==> src/rtl/mult_unit.sv <==
// Sequential shift-add multiplier for MULT/MULTU: one add-and-shift step per clock
// through an internal ripple-carry adder, then a sign fix-up before writing hi/lo.

module ripple_adder #(
  parameter int WIDTH = 32
) (
  input  logic [WIDTH-1:0] a,
  input  logic [WIDTH-1:0] b,
  input  logic             cin,
  output logic [WIDTH-1:0] sum,
  output logic             cout
);

  logic carry;

  always_comb begin
    carry = cin;
    sum   = '0;
    for (int i = 0; i < WIDTH; i++) begin
      sum[i] = a[i] ^ b[i] ^ carry;
      carry  = (a[i] & b[i]) | (carry & (a[i] ^ b[i]));
    end
    cout = carry;
  end

endmodule

module mult_unit #(
  parameter int WIDTH = 32,
  parameter int CNT_W = 6
) (
  input  logic             clk,
  input  logic             rst_n,
  input  logic             start,
  input  logic             is_signed,
  input  logic [WIDTH-1:0] op_a,
  input  logic [WIDTH-1:0] op_b,
  output logic             busy,
  output logic             done,
  output logic [WIDTH-1:0] hi,
  output logic [WIDTH-1:0] lo
);

  typedef enum logic [1:0] {IDLE, RUN, FIX} state_t;

  state_t             state;
  logic [WIDTH-1:0]   mag_a;
  logic [WIDTH-1:0]   acc_hi;
  logic [WIDTH-1:0]   acc_lo;
  logic [CNT_W-1:0]   count;
  logic               neg;

  logic [WIDTH-1:0]   addend;
  logic [WIDTH-1:0]   sum;
  logic               cout;
  logic [WIDTH-1:0]   abs_a;
  logic [WIDTH-1:0]   abs_b;
  logic [2*WIDTH-1:0] product;
  logic [2*WIDTH-1:0] result;

  // |0x80000000| wraps back to 0x80000000, which is the correct unsigned magnitude.
  assign abs_a   = (is_signed && op_a[WIDTH-1]) ? -op_a : op_a;
  assign abs_b   = (is_signed && op_b[WIDTH-1]) ? -op_b : op_b;
  assign addend  = acc_lo[0] ? mag_a : '0;
  assign product = {acc_hi, acc_lo};
  assign result  = neg ? -product : product;

  ripple_adder #(.WIDTH(WIDTH)) u_adder (
    .a    (acc_hi),
    .b    (addend),
    .cin  (1'b0),
    .sum  (sum),
    .cout (cout)
  );

  always_ff @(posedge clk or negedge rst_n) begin
    if (!rst_n) begin
      state  <= IDLE;
      busy   <= 1'b0;
      done   <= 1'b0;
      hi     <= '0;
      lo     <= '0;
      mag_a  <= '0;
      acc_hi <= '0;
      acc_lo <= '0;
      count  <= '0;
      neg    <= 1'b0;
    end else begin
      done <= 1'b0;
      case (state)
        IDLE: begin
          if (start) begin
            mag_a  <= abs_a;
            acc_hi <= '0;
            acc_lo <= abs_b;
            neg    <= is_signed & (op_a[WIDTH-1] ^ op_b[WIDTH-1]);
            count  <= '0;
            busy   <= 1'b1;
            state  <= RUN;
          end
        end
        RUN: begin
          // The adder carry-out becomes the new top bit, so no product bit is lost.
          {acc_hi, acc_lo} <= {cout, sum, acc_lo[WIDTH-1:1]};
          count            <= count + 1'b1;
          if (count == CNT_W'(WIDTH - 1)) begin
            state <= FIX;
          end
        end
        FIX: begin
          hi    <= result[2*WIDTH-1:WIDTH];
          lo    <= result[WIDTH-1:0];
          done  <= 1'b1;
          busy  <= 1'b0;
          state <= IDLE;
        end
        default: begin
          state <= IDLE;
          busy  <= 1'b0;
        end
      endcase
    end
  end

endmodule

==> config.mk <==
export PLATFORM = sky130hd
export DESIGN_NAME = mult_unit
export DESIGN_NICKNAME = d
export VERILOG_FILES = /design/src/rtl/mult_unit.sv
export SDC_FILE = /design/constraint.sdc
export NUM_CORES = 1
export LEC_CHECK = 0
export BUFFER_PORTS_ARGS = -buffer_cell sky130_fd_sc_hd__buf_4
export CORE_MARGIN = 4
export CORE_UTILIZATION = 50
export DETAILED_ROUTE_END_ITERATION = 7
export PLACE_DENSITY = 0.76
export SKIP_CTS_REPAIR_TIMING = 1
export SLEW_MARGIN = 20
export SYNTH_ARGS = -nofsm -noshare
export SYNTH_HDL_FRONTEND = slang
export SYNTH_SLANG_ARGS = --single-unit
==> constraint.sdc <==
create_clock -name clk -period 34.7 [get_ports clk]
set_clock_uncertainty 0.15 [all_clocks]
set_input_delay 3.47 -clock clk [delete_from_list [all_inputs] [get_ports clk]]
set_output_delay 3.47 -clock clk [all_outputs]
set_load 0.02 [all_outputs]
==> results.cfg, run 1 <==
[outcome]
status = complete, no violations

[final_layout]
final_cell_mix = 171 x dfrtp_1, 166 x nand2_1, 140 x o21ai_0
finalNonFillerCells = 1436
n_antenna_cell = 0
n_fill_cell = 1611
drive_above_1_share_pct = 15.8
fin_area_um2 = 11600
syn2layout_area_growth_pct = 18.2
nNetsFinal = 1267
layout_commonest_cell = dfrtp_1

[grt]
antenna_found_initial = 0
grt_max_degree = 122
grt_usage_pct = 22.8
grt-ovfl-total = 0
grt_pass1_vias = 7782
grt_pass1_wl_um = 40400

[clock_network]
cts_buffers = 17
insertion_delay_ps = 420
clk_pin_slew_ps = 60
htree_levels = 4
root_buffer = clkbuf_16
cts_tree = built
clk_path_buf_depth = 2
cts_sinks = 171

[route]
drc = 0
drt-vias-per-instance = 5.62
routed_wl_um = 24400
num_vias = 8068
wl_per_cell_um = 17.0
dr.pass1.iters = 5
drt_first_iter_violations = 730
ant_nets = 0

[sta]
period_share_pct = 38.8
worst_pin_slew_ps = 1010
slew_headroom_pct = 32.9
slew_viol_final = 0
fin_setup_tns_ps = 0
setup_violations = 0
fmax_mhz = 74.3
hold_viol_final = 0
min_period_ps = 13450
rsz0062_at_grt = false
hold_slack_ps = 325
fin_ws_ps = 21250

[worst_setup_path]
slowest_stage = fa_1
required_ps = 34820
start_kind = register
r2r-end = acc_hi[30]
critPathCapture = acc_hi[30]
arrival_ps = 13570
cpMostUsedCell = fa_1
critPathLaunch = acc_lo[0]
critPathCaptureType = register
worst_r2r_path_depth = 38
slowest_delay_ps = 480
critical_path_class = register to register
rr_startpoint = acc_lo[0]
worstPathMaxFanout = 35
reg2reg_slack_ps = 21250

[logic_synthesis]
avgSynthCellArea_um2 = 9.16
yosysWarningCount = 0
syn_inst = 1068
synth_nets = 1172
async_reset_ff_share_pct = 100
synthesis.area_um2 = 9790
ys_types = 50
ys.flop_type = dfrtp_1
synth-seq-cells = 171
synth_edf_count = 0
synth-seq-area-share_pct = 43.7

[placement]
gp_congestion = 0.960
dp.final_hpwl_um = 18300
pre_cts_ws_ps = 21300
placed_cell_area_um2 = 10900
io_buffers = 133
place_inst = 1404

[flow_run]
timing.max_cap.violations = 0

[floorplanning]
initial_core_util_pct = 51.6
die_w_um = 148
core_um2 = 19000
dieArea_um2 = 21900
die_h_um = 148
io_pins = 134
rows = 50

[power]
p_leak_nw = 4.88
p_per_area_nw_per_um2 = 76.5
irDropWorstVdd_uv = 41.9

[worst_hold_path]
hold_class = register to register
worstHoldStart = neg
## through the flow
stage	total power [W]	util, %
floorplan	0.000569	-
global placement	0.000663	57.7
detailed placement	0.000680	57.7
CTS	0.000885	61.0
global route	0.000954	61.0
finish	0.000885	61.0
## layer usage
| metal | vias up | GRT usage, % | wire [um] |
|---|---|---|---|
| met5 | - | 0 | 0 |
| met4 | 0 | 6.61 | 438 |
| met3 | 32 | 5.06 | 1860 |
| met2 | 276 | 33.2 | 10600 |
| met1 | 3828 | 34.5 | 11500 |
| li1 | 3932 | - | - |
## worst max-delay path, delay by kind of cell (launching register included)
family	cells	cell delay, ps
flops	1	320
buf+inv	4	470
simple gates	1	180
compound gates	1	80
fa+ha+maj	32	12110
## cell families after synthesis
group	Yosys count	share of synthesized area, %
and+or+nand+nor	328	15.6
buffers and inverters	110	4.27
muxes	1	0.102
xor gates and xnor gates	120	10.7
DFF	171	43.7
adders and majority gates	36	6.98
AOI/OAI and AO/OA	302	18.5
## layout make-up
cell class	count	area, um2	share of cell area (%)
clock inverters	8	165	1.43
well taps	260	325	2.81
flip-flops and latches	171	4280	37.0
repair buffers	139	1050	9.06
inverters	47	176	1.53
clock buffers	24	462	3.99
multi-input cells	787	5110	44.2
## synth_stat cells (all sizes together), types with 6 or more instances
master	number	share of area, %
or3	12	0.77
o41ai	21	2.1
o21ai	143	7.4
fa	31	6.3
xnor2	71	6.4
clkbuf	55	2.1
a21oi	40	2.0
nand2	168	6.4
buf	8	0.36
o31ai	25	1.9
dfrtp	171	44
nor3	17	0.87
a22oi	19	1.5
or4	22	1.7
inv	46	1.8
nand3	16	0.82
and2	6	0.38
a31oi	6	0.38
nor2	46	1.8
nor4	15	1.0
o22ai	37	2.4
xor2	49	4.4
or2	11	0.70
## worst min-delay path by stage
stage,to,cells past startpoint
final,neg,2
after global placement,neg,2
after detailed placement,neg,2
after floorplan,mag_a[4],2
after CTS,neg,2
after global routing,hi[17],2
## report_power, final
part	internal [W]	total [W]	switching [W]
logic	0.000141	0.000339	0.000198
registers	0.000269	0.000342	0.0000728
clock network	0.000129	0.000204	0.0000744
total	0.000539	0.000885	0.000345
## flip-flops by register name, summed over array words and instances, names as in the netlist
| name | flops |
|---|---|
| count | 6 |
| state | 2 |
| lo | 32 |
| done | 1 |
| acc_lo | 32 |
| acc_hi | 32 |
| busy | 1 |
| neg | 1 |
| mag_a | 32 |
| hi | 32 |
(Power assumes the default switching activity.)
==> inputs of run 2 (changes only) <==
--- a/config.mk
+++ b/config.mk
@@ -5,11 +5,12 @@
 export SDC_FILE = /design/constraint.sdc
 export NUM_CORES = 1
 export LEC_CHECK = 0
+export ABC_AREA = 1
 export BUFFER_PORTS_ARGS = -buffer_cell sky130_fd_sc_hd__buf_4
 export CORE_MARGIN = 4
 export CORE_UTILIZATION = 50
 export DETAILED_ROUTE_END_ITERATION = 7
-export PLACE_DENSITY = 0.76
+export PLACE_DENSITY = 0.75
 export SKIP_CTS_REPAIR_TIMING = 1
 export SLEW_MARGIN = 20
 export SYNTH_ARGS = -nofsm -noshare
==> constraint.sdc (replaced) <==
create_clock -name clk -period 13.7 [get_ports clk]
set_clock_uncertainty 0.15 [all_clocks]
set_input_delay 1.37 -clock clk [delete_from_list [all_inputs] [get_ports clk]]
set_output_delay 1.37 -clock clk [all_outputs]
set_load 0.02 [all_outputs]
==> results.cfg, run 2 <==
[logic_synthesis]
yosysMostFrequentCell = nand2_1
synthSimpleGateAreaFrac_pct = 33.4
synth_top_family_by_area = simple AND/OR/NAND/NOR gates
syn_inst = 1505
synth.area.mux_share_pct = 0
synthesis.area_um2 = 11000
yosys-top-cells-area = dfrtp_1 39%, nand2_1 16%, nor2_1 6.3%
synth_nets = 1609
async_reset_ff_share_pct = 100
synth_xor_area_share_pct = 4.37
netlist.area_leader.share_pct = 38.8
synth_fa_ha_area_share_pct = 6.20
yosysWarningCount = 0
synth_area_leader_cell = dfrtp_1
synth-compound-area-share_pct = 11.2
synth-seq-cells = 171
synth_edf_count = 0
avgSynthCellArea_um2 = 7.32
ys_types = 44
synth-seq-area-share_pct = 38.8
netlist_top_cells_count = 472 x nand2_1, 186 x nor2_1, 171 x dfrtp_1
ys.flop_type = dfrtp_1

[worst_hold_path]
worstHoldStart = hi[9]
hold_class = register to register
min_to = hi[9]
whs_path_depth = 2

[final_layout]
layout_commonest_cell = nand2_1
final_cell_mix = 472 x nand2_1, 185 x nor2_1, 170 x dfrtp_1
syn2layout_area_growth_pct = 16.7
drive_above_1_share_pct = 13.9
n_antenna_cell = 0
nNetsFinal = 1716

[grt]
grt_pass1_wl_um = 52100
grt-ovfl-total = 0
antenna_found_initial = 0
grt_pass1_vias = 9952
grt_usage_pct = 26.7
grt_max_degree = 110

[sta]
slew_viol_final = 0
period_share_pct = 97.2
hold_viol_final = 0
setup_violations = 0
fmax_mhz = 75.1
slew_headroom_pct = 28.2
worst_pin_slew_ps = 1070
min_period_ps = 13320
fin_setup_tns_ps = 0
fin_ws_ps = 383
rsz0062_at_grt = false

[clock_network]
root_buffer = clkbuf_16
clk_pin_slew_ps = 70
clk_path_buf_depth = 2
cts_buffers = 17
cts_sinks = 171
insertion_delay_ps = 440
htree_levels = 4
cts_tree = built

[route]
num_vias = 10500
routed_wl_um = 32200
drt-vias-per-instance = 5.53
drc = 0
wl_per_cell_um = 16.9
ant_nets = 0
dr.pass1.iters = 6
drt_first_iter_violations = 1087

[worst_setup_path]
rr_startpoint = acc_lo[0]
path_buf_inv = 4
r2r-end = acc_hi[30]
reg2reg_slack_ps = 380
critPathCaptureType = register
worst_r2r_path_depth = 38
slowest_delay_ps = 480
critical_path_class = register to register
worstPathMaxFanout = 3
arrival_ps = 13460
slowest_stage = fa_1
cpLargestDelayFamily = adder cells
cpMostUsedCell = fa_1
start_kind = register
required_ps = 13840

[outcome]
status = complete, no violations

[power]
p_leak_nw = 6.09
p_per_area_nw_per_um2 = 217
irDropWorstVdd_uv = 93.5

[placement]
dp.final_hpwl_um = 24600
gp_congestion = 1.05
pre_cts_ws_ps = 378
io_buffers = 133

[floorplanning]
dieArea_um2 = 24500
rows = 54
initial_core_util_pct = 50.6
die_h_um = 156
core_um2 = 21800
die_w_um = 156
io_pins = 134

[flow_run]
timing.max_cap.violations = 0
run 2: per-layer routing:
metal	routed length, um	part of all wire (%)	up-vias	GRT usage (%)
met1	15000	46	4878	41.3
met2	13500	42	461	38.3
met3	2850	8.8	60	3.79
met4	926	2.9	0	9.50
met5	0	0	-	0
li1	-	-	5135	-
run 2: power breakdown:
| group | internal [W] | leakage (nW) | switching (W) |
|---|---|---|---|
| combinational | 0.000507 | 3.59 | 0.000854 |
| sequential | 0.000712 | 2.20 | 0.000211 |
| clock | 0.000289 | 0.302 | 0.000217 |
| total | 0.00151 | 6.09 | 0.00128 |
run 2: worst max-delay path by stage:
stage                     startpoint          to  slack (ps)  cells past startpoint
after floorplan            acc_lo[0]  acc_hi[30]         810                     37
after global placement     acc_lo[0]  acc_hi[30]         560                     36
after CTS                  acc_lo[0]  acc_hi[30]         350                     36
final                      acc_lo[0]  acc_hi[30]         380                     38
after global routing       acc_lo[0]  acc_hi[30]           1                     38
after detailed placement   acc_lo[0]  acc_hi[30]         380                     36
run 2: cell families (layout without fill, tap and decap cells):
logic type / Yosys count / count (layout)
xor+xnor: 55 / 55
flops: 171 / 171
simple gates: 866 / 866
fa+ha+maj: 36 / 36
buf+inv: 168 / 288
compound gates: 209 / 209
run 2: per-stage QoR:
| stage | cell area [um2] | instances | power [W] | hold slack [ps] | utilization, % |
|---|---|---|---|---|---|
| detailed placement | 12200 | 1871 | 0.00224 | 318 | 56.0 |
| global placement | 12200 | 1871 | 0.00220 | 316 | 56.0 |
| finish | 12900 | 1905 | 0.00279 | 332 | 59.1 |
| CTS | 12800 | 1903 | 0.00276 | 336 | 58.9 |
| floorplan | 11000 | 1505 | 0.00183 | 299 | - |
| global route | 12900 | 1905 | 0.00301 | 354 | 59.1 |
run 2: tightest hold or removal path, delay by kind of cell (launching register included):
family | cells | cell delay (ps)
flops | 1 | 340
simple gates | 2 | 100
run 2: area by class of cell:
class	instances	area, um2
clock buffer	20	467
clock inverter	12	151
multi-input combinational	1166	6080
sequential	171	4280
fill	2031	8900
timing repair buffer	142	1100
inverter	114	428
tap	280	350
==> inputs of run 3 (changes only) <==
==> constraint.sdc (replaced) <==
create_clock -name clk -period 15.5 [get_ports clk]
set_clock_uncertainty 0.15 [all_clocks]
set_input_delay 1.55 -clock clk [delete_from_list [all_inputs] [get_ports clk]]
set_output_delay 1.55 -clock clk [all_outputs]
set_load 0.02 [all_outputs]
==> results.cfg, run 3 (synthesis results as in run 2) <==
[placement]
dp.final_hpwl_um = 24500
gp_congestion = 1.03
io_buffers = 133

[final_layout]
n_antenna_cell = 0
n_fill_cell = 2041
multiInputGateArea_um2 = 6080
ff_latch_area_um2 = 4280
layout_commonest_cell = nand2_1
final_cell_mix = 472 x nand2_1, 185 x nor2_1, 171 x dfrtp_1
drive_above_1_share_pct = 13.5
nNetsFinal = 1713
syn2layout_area_growth_pct = 15.7

[route]
wl_per_cell_um = 16.8
routed_wl_um = 31900
ant_nets = 0
dr.pass1.iters = 8
drt_first_iter_violations = 1261
drt-vias-per-instance = 5.57
num_vias = 10600
drc = 2

[power]
p_leak_nw = 6.02
p_per_area_nw_per_um2 = 189
irDropWorstVdd_uv = 87.3

[outcome]
violations = design-rule violations
status = finished, violations left

[floorplanning]
die_h_um = 156
die_w_um = 156
initial_core_util_pct = 50.6
dieArea_um2 = 24500
core_um2 = 21800
io_pins = 134
rows = 54

[worst_setup_path]
required_ps = 15630
slowest_delay_ps = 990
critical_path_class = register to register
cpMostUsedCell = fa_1
slowest_stage = dfrtp_1
critPathCaptureType = register
start_kind = register
arrival_ps = 14080
worstPathMaxFanout = 34

[clock_network]
cts_sinks = 171
root_buffer = clkbuf_16
insertion_delay_ps = 430
clk_pin_slew_ps = 60
cts_tree = built
cts_buffers = 17
htree_levels = 4
clk_path_buf_depth = 2

[flow_run]
timing.max_cap.violations = 0

[sta]
fmax_mhz = 71.7
hold_viol_final = 0
hold_slack_ps = 332
slew_headroom_pct = 30.3
slew_viol_final = 0
fin_setup_tns_ps = 0
worst_pin_slew_ps = 1040
setup_violations = 0
rsz0062_at_grt = false
period_share_pct = 90.0
min_period_ps = 13940

[grt]
grt_max_degree = 114
antenna_found_initial = 0
grt_pass1_vias = 9966
grt_usage_pct = 26.4
grt_pass1_wl_um = 51700
grt-ovfl-total = 0

[worst_hold_path]
hold_class = register to register
[run 3: critical path, delay by kind of cell, from the launching register on]
kind | cells | cell delay [ps]
fa+ha+maj | 32 | 12200
buf+inv | 4 | 250
flops | 1 | 990
simple gates | 1 | 110
compound gates | 1 | 80
[run 3: layer usage]
metal  global-route usage [%]  wire length (um)  vias up
li1                         -                 -     5131
met4                     7.89               708        0
met5                        0                 0        -
met3                     4.45              2400       50
met2                     38.7             13700      452
met1                     40.4             15100     4953
[run 3: final cells by class]
type / instances / area share [%]
sequential: 171 / 33.6
tap: 280 / 2.75
clock inverter: 10 / 0.727
clock buffer: 21 / 3.61
inverter: 114 / 3.36
multi-input combinational: 1166 / 47.7
timing repair buffer: 139 / 8.24
[run 3: path summary, 6_finish.rpt]
kind,start,end,slack (ps),cells past startpoint
hold / removal,hi[12],hi[12],330,2
setup / recovery,acc_lo[0],acc_hi[30],1560,38
min in group asynchronous,rst_n,hi[26],1090,1
max in group asynchronous,rst_n,acc_lo[18],12830,2
hold reg to reg,hi[12],hi[12],330,2
setup reg to reg,acc_lo[0],acc_hi[30],1560,38
[run 3: report_power, final]
part | switching, W | internal [W]
Clock | 0.000184 | 0.000229
Sequential | 0.000198 | 0.000629
Combinational | 0.000735 | 0.000434
Total | 0.00112 | 0.00129
[run 3: per-stage QoR]
step	util [%]	instances	setup slack, ps	total power, W	instance area, um2
2_1_floorplan	-	1505	2610	0.00161	11000
3_3_place_gp	56.0	1870	1830	0.00194	12200
3_5_place_dp	56.0	1870	1670	0.00197	12200
4_1_cts	58.6	1901	1630	0.00239	12700
5_1_grt	58.6	1901	1020	0.00259	12700
6_report	58.6	1901	1560	0.00241	12700
